<file path="config.mk">
export PLATFORM = sky130hd
export DESIGN_NAME = alu_operand_fetch
export DESIGN_NICKNAME = d
export VERILOG_FILES = /design/src/rtl/alu_pkg.sv /design/src/rtl/alu_regfile.sv /design/src/rtl/alu_operand_fetch.sv
export SDC_FILE = /design/constraint.sdc
export NUM_CORES = 1
export LEC_CHECK = 0
export CAP_MARGIN = 20
export CORE_ASPECT_RATIO = 1.25
export CORE_MARGIN = 3
export CORE_UTILIZATION = 50
export DETAILED_ROUTE_END_ITERATION = 6
export PLACE_DENSITY = 0.75
export SLEW_MARGIN = 20
export SYNTH_ARGS = -nofsm -noshare
export SYNTH_HDL_FRONTEND = slang
export SYNTH_SLANG_ARGS = --single-unit
</file>
<file path="constraint.sdc">
create_clock -name clk -period 4.75 [get_ports clk]
set_input_delay 1.425 -clock clk [delete_from_list [all_inputs] [get_ports clk]]
set_output_delay 1.425 -clock clk [all_outputs]
set_load 0.02 [all_outputs]
</file>
<file path="src/rtl/alu_pkg.sv">
// Shared constants for the ALU issue stage: datapath widths and ALU opcode encodings.
package alu_pkg;

    localparam int DATA_W   = 32;
    localparam int REG_AW   = 3;
    localparam int NUM_REGS = 2 ** REG_AW;
    localparam int CNT_W    = 16;

    localparam logic [3:0] OP_ADD = 4'hF;
    localparam logic [3:0] OP_SUB = 4'hE;
    localparam logic [3:0] OP_INC = 4'hD;
    localparam logic [3:0] OP_DEC = 4'hC;
    localparam logic [3:0] OP_AND = 4'h7;
    localparam logic [3:0] OP_OR  = 4'h6;
    localparam logic [3:0] OP_XOR = 4'h5;
    localparam logic [3:0] OP_NOT = 4'h4;

endpackage

</file>
<file path="src/rtl/alu_regfile.sv">
// Register file for the ALU issue stage: two operand read ports and one debug read port,
// all combinational, plus one synchronous write port. R0 always reads as zero and ignores writes.
module alu_regfile import alu_pkg::*; #(
    parameter int WIDTH = DATA_W,
    parameter int AW    = REG_AW
) (
    input  logic             clk,
    input  logic             rst_n,
    input  logic             we,
    input  logic [AW-1:0]    waddr,
    input  logic [WIDTH-1:0] wdata,
    input  logic [AW-1:0]    raddr_a,
    output logic [WIDTH-1:0] rdata_a,
    input  logic [AW-1:0]    raddr_b,
    output logic [WIDTH-1:0] rdata_b,
    input  logic [AW-1:0]    dbg_raddr,
    output logic [WIDTH-1:0] dbg_rdata
);

    localparam int DEPTH = 2 ** AW;

    logic [WIDTH-1:0] regs [DEPTH];

    // Synchronous clear of every entry on reset; writes to R0 are dropped so it stays zero.
    always_ff @(posedge clk) begin
        if (!rst_n) begin
            for (int i = 0; i < DEPTH; i++) begin
                regs[i] <= '0;
            end
        end else if (we && (waddr != '0)) begin
            regs[waddr] <= wdata;
        end
    end

    // Combinational reads with R0 forced to zero regardless of storage contents.
    always_comb begin
        rdata_a   = (raddr_a   == '0) ? '0 : regs[raddr_a];
        rdata_b   = (raddr_b   == '0) ? '0 : regs[raddr_b];
        dbg_rdata = (dbg_raddr == '0) ? '0 : regs[dbg_raddr];
    end

endmodule

</file>
<file path="src/rtl/alu_operand_fetch.sv">
// Issue stage in front of the 32-bit ALU. Cycle N accepts an instruction and reads its
// operands (forwarding the in-flight ALU result when needed); cycle N+1 presents the operands
// to the ALU from the execute register and writes the result and flags back at its closing edge.
module alu_operand_fetch #(
    parameter int DATA_W = alu_pkg::DATA_W,
    parameter int REG_AW = alu_pkg::REG_AW,
    parameter int CNT_W  = alu_pkg::CNT_W
) (
    input  logic              clk,
    input  logic              rst_n,
    input  logic              instr_valid,
    output logic              instr_ready,
    input  logic [3:0]        instr_op,
    input  logic [REG_AW-1:0] instr_rd,
    input  logic [REG_AW-1:0] instr_rs1,
    input  logic [REG_AW-1:0] instr_rs2,
    input  logic              instr_use_imm,
    input  logic [DATA_W-1:0] instr_imm,
    input  logic              hold,
    output logic              alu_status,
    output logic [DATA_W-1:0] alu_a,
    output logic [DATA_W-1:0] alu_b,
    output logic [3:0]        alu_opcode,
    input  logic [DATA_W-1:0] alu_result,
    input  logic              alu_cout,
    input  logic              alu_overflow,
    output logic              flag_cout,
    output logic              flag_ovf,
    output logic              flag_zero,
    output logic [CNT_W-1:0]  retired_cnt,
    input  logic [REG_AW-1:0] dbg_raddr,
    output logic [DATA_W-1:0] dbg_rdata
);

    logic              ex_valid;
    logic [REG_AW-1:0] ex_rd;
    logic              accept;
    logic              writeback;
    logic [DATA_W-1:0] rf_a;
    logic [DATA_W-1:0] rf_b;
    logic [DATA_W-1:0] opnd_a;
    logic [DATA_W-1:0] opnd_b;

    assign instr_ready = !hold;
    assign accept      = instr_valid && instr_ready;
    assign writeback   = ex_valid && !hold;
    assign alu_status  = ex_valid;

    alu_regfile #(
        .WIDTH (DATA_W),
        .AW    (REG_AW)
    ) u_regfile (
        .clk       (clk),
        .rst_n     (rst_n),
        .we        (writeback),
        .waddr     (ex_rd),
        .wdata     (alu_result),
        .raddr_a   (instr_rs1),
        .rdata_a   (rf_a),
        .raddr_b   (instr_rs2),
        .rdata_b   (rf_b),
        .dbg_raddr (dbg_raddr),
        .dbg_rdata (dbg_rdata)
    );

    // Operand selection: R0 is zero, the in-flight result bypasses the register file, else read it.
    always_comb begin
        opnd_a = rf_a;
        opnd_b = rf_b;
        if (instr_rs1 == '0) begin
            opnd_a = '0;
        end else if (ex_valid && (ex_rd == instr_rs1)) begin
            opnd_a = alu_result;
        end
        if (instr_use_imm) begin
            opnd_b = instr_imm;
        end else if (instr_rs2 == '0) begin
            opnd_b = '0;
        end else if (ex_valid && (ex_rd == instr_rs2)) begin
            opnd_b = alu_result;
        end
    end

    // Execute register: loads on accept, drains when idle, and freezes entirely under hold.
    always_ff @(posedge clk) begin
        if (!rst_n) begin
            ex_valid   <= 1'b0;
            ex_rd      <= '0;
            alu_a      <= '0;
            alu_b      <= '0;
            alu_opcode <= '0;
        end else if (accept) begin
            ex_valid   <= 1'b1;
            ex_rd      <= instr_rd;
            alu_a      <= opnd_a;
            alu_b      <= opnd_b;
            alu_opcode <= instr_op;
        end else if (!hold) begin
            ex_valid   <= 1'b0;
        end
    end

    // Retire bookkeeping: flags from the writing-back instruction and a wrapping retire count.
    always_ff @(posedge clk) begin
        if (!rst_n) begin
            flag_cout   <= 1'b0;
            flag_ovf    <= 1'b0;
            flag_zero   <= 1'b0;
            retired_cnt <= '0;
        end else if (writeback) begin
            flag_cout   <= alu_cout;
            flag_ovf    <= alu_overflow;
            flag_zero   <= (alu_result == '0);
            retired_cnt <= retired_cnt + 1'b1;
        end
    end

endmodule

</file>
==> impl_metrics.csv <==
group,metric,value,unit
timing,maxSlewViolCount,0,
timing,tightest_slew,1.11,ns
timing,skew,0.0140,ns
logic_synthesis,synthFlopType,"edfxtp_1",
logic_synthesis,syn_inst,1787,
placed_design,post-dp-hpwl,41.1,mm
setup_path,path_class,"input port to primary output",
final_layout,nNetsFinal,2008,
timing,setup_violations,0,
final_layout,finalInstanceArea,21700,um^2
final_layout,area_growth_syn_to_layout,22.3,%
logic_synthesis,synth_top_area_cell,"edfxtp_1",
cts,cts.sinks,315,
logic_synthesis,synth_top_area_share,37.9,%
detailed_routing,first_iter_violations,2773,
placed_design,dp_slack,-0.00101,ns
placed_design,port_buffers,207,
logic_synthesis,avgSynthCellArea,9.92,um^2
cts,postCtsHoldBufs,0,
power_and_ir_drop,total_power,0.00700,W
detailed_routing,wirelength,66.7,mm
global_routing,grt_max_degree,97,
detailed_routing,drc,0,
detailed_routing,viasPerCell,7.13,
logic_synthesis,ys_seq_area_share,48.2,%
min_path,holdCritStartpoint,"alu_opcode[2]",
status,status,"finished clean",
floorplan,die_w,174,um
placed_design,place_area,20500,um^2
global_routing,grt-ovfl-total,0,
floorplan,die_h,217,um
setup_path,r2r_start,"ex_rd[1]",
min_path,hp-class,"register to register",
detailed_routing,drt-pass1-iter-count,7,
floorplan,die_area,37800,um^2
cts,root_buffer,"clkbuf_16",
logic_synthesis,synth_area_leaders,"edfxtp_1 38%, dfxtp_1 10%, nor4_1 4.8%",
setup_path,arrival,3.28,ns
logic_synthesis,synthArstFlopShare,0,%
power_and_ir_drop,p_leak,7.58,nW
global_routing,antenna_found_initial,2,
cts,cts_buffers,35,
timing,period_share,99.0,%
floorplan,rows,76,
global_routing,grt.total_usage,34.1,%
logic_synthesis,syn_area,17700,um^2
logic_synthesis,syn-num-nets,1875,
setup_path,cp.required,3.32,ns
setup_path,startpoint,"dbg_raddr[1]",
logic_synthesis,synth-edff-count,224,
detailed_routing,wire_per_inst,27.6,um
setup_path,crit_path_end_kind,"primary output",
timing,rsz0062_at_grt,"false",
cts,insertion_delay,0.53,ns
cts,htreeDepth,2,
power_and_ir_drop,peakVddDrop,0.217,mV
final_layout,n_fill_cell,2779,
global_routing,grt_pass1_vias,17100,
final_layout,drive_above_1_share,12.3,%
logic_synthesis,synth-seq-cells,315,
floorplan,pin_count,208,
timing,hold_viol_final,0,
timing,relSlewSlack,25.5,%
setup_path,startpoint_type,"input port",
floorplan,core,34700,um^2
cts,clkSlewWorstSetupHoldPaths,0.06,ns
global_routing,grt_pass1_wl,100,mm
detailed_routing,vias,17200,
cts,clockBufferDepth,3,
floorplan,start_util,51.1,%
power_and_ir_drop,powerDensity,323,nW/um^2
logic_synthesis,yosys_warnings,0,
timing,fin_crit,4.70,ns
setup_path,cp_max_fo,19,
placed_design,gp_congestion,0.927,
cts,cts_tree,"done",
timing,fmax,213,MHz
logic_synthesis,ys_types,53,
detailed_routing,antenna_left,0,
timing,setup_slack,0.0475,ns
job,cap_violations,0,
## cell type report
class	instances	area, um^2	share of cell area, %
timing repair buffer	292	2850	13.2
multi-input combinational	1206	8280	38.2
inverter	70	263	1.21
clock buffer	45	996	4.60
clock inverter	17	139	0.641
sequential	315	8550	39.5
antenna	2	5.00	0.0231
tap	468	586	2.70
## power by group
part           internal [W]  leakage, nW  switching [W]  total, W
combinational      0.000460         3.96       0.000686   0.00115
clock               0.00159        0.560        0.00111   0.00270
sequential          0.00305         3.06       0.000107   0.00315
total               0.00510         7.58        0.00191   0.00700
## routing by layer
layer / up-vias / track usage (%) / share of wire [%]
li1: 7202 / - / -
met3: 341 / 8.52 / 14
met2: 1527 / 53.2 / 45
met1: 8142 / 43.3 / 34
met4: 2 / 19.7 / 6.2
met5: - / 0 / 0.019
## flip-flops by register name (all words and copies together), names as in the netlist
name,cells
alu_a,32
alu_b,32
alu_opcode,4
alu_status,1
ex_rd,3
flag_cout,1
flag_ovf,1
flag_zero,1
retired_cnt,16
u_regfile.regs,224
## synthesized netlist by cell type (2+ instances only)
library cell and count:
a21o_1 3, o211ai_1 32, nor2_1 74, or2_2 2, xor2_1 8, xnor2_1 6, edfxtp_1 224, or4_1 6
nor3_1 67, o22a_1 3, o221ai_1 32, nand3b_1 3, nand2_1 166, nor2b_1 5, nand2b_1 5, mux2_2 32
buf_2 17, mux2i_1 63, nand4_1 5, o32a_1 29, clkbuf_1 146, nand3_1 4, dfxtp_1 91, buf_1 32
mux4_2 32, o32ai_1 30, o22ai_1 97, a22oi_1 31, or3_1 6, a211oi_1 2, and2_1 63, a21oi_1 53
o21ai_0 96, o31ai_1 8, a2bb2oi_1 32, inv_1 70, o21bai_1 29, a31oi_1 32, nor4_1 137
## logic make-up after synthesis
family	Yosys count	synth area share, %
and+or+nand+nor	552	15.8
DFF	315	48.2
xor gates and xnor gates	14	0.692
muxes	127	9.66
buffers and inverters	266	5.81
AOI/OAI and AO/OA	512	19.8
adders and majority gates	1	0.0706
## cell usage in the layout (no fill, tap or decap), types with 29 or more instances in the layout
| master | Yosys | layout |
|---|---|---|
| o32a_1 | 29 | 29 |
| dfxtp_1 | 91 | 89 |
| buf_4 | 0 | 72 |
| edfxtp_1 | 224 | 224 |
| clkbuf_16 | 0 | 37 |
| o211ai_1 | 32 | 32 |
| nand2_1 | 166 | 163 |
| o32ai_1 | 30 | 30 |
| a21oi_1 | 53 | 53 |
| nor3_1 | 67 | 66 |
| inv_1 | 70 | 70 |
| o22ai_1 | 97 | 97 |
| o221ai_1 | 32 | 32 |
| a2bb2oi_1 | 32 | 32 |
| mux2_2 | 32 | 32 |
| clkdlybuf4s50_1 | 0 | 191 |
| a22oi_1 | 31 | 31 |
| mux2i_1 | 63 | 63 |
| a31oi_1 | 32 | 32 |
| and2_1 | 63 | 63 |
| o21bai_1 | 29 | 29 |
| nor2_1 | 74 | 73 |
| o21ai_0 | 96 | 94 |
| nor4_1 | 137 | 137 |
| mux4_2 | 32 | 32 |
## critical path, cell delays in order
cell and delay (ns):
buf_2 0.19, nor2b_2 0.22, buf_6 0.30, a22oi_1 0.13, o21ai_0 0.32, clkdlybuf4s50_1 0.68
## per-stage QoR
| stage | TNS (ns) | instances | hold WS, ns | util, % |
|---|---|---|---|---|
| global placement | 0 | 2350 | 0.442 | 59.0 |
| global route | 0 | 2413 | 0.482 | 62.4 |
| finish | 0 | 2415 | 0.453 | 62.4 |
| CTS | 0 | 2412 | 0.454 | 62.3 |
| floorplan | 0 | 1787 | 0.489 | - |
| detailed placement | -0.00101 | 2350 | 0.448 | 59.0 |
## worst paths after layout
| path | slack (ns) | to | cells after the start |
|---|---|---|---|
| setup reg to reg | 2.02 | alu_a[22] | 5 |
| hold / removal | 0.45 | alu_opcode[2] | 2 |
| setup / recovery | 0.05 | dbg_rdata[16] | 6 |
| hold reg to reg | 0.45 | alu_opcode[2] | 2 |
## timing repair
action                                 4_1_cts  5_1_grt
endpoints found under the hold margin        0        0
resized for setup                            1        6
setup endpoints to repair                    1        6
setup buffers                                0        0
Power figures use the tool's default switching activity.
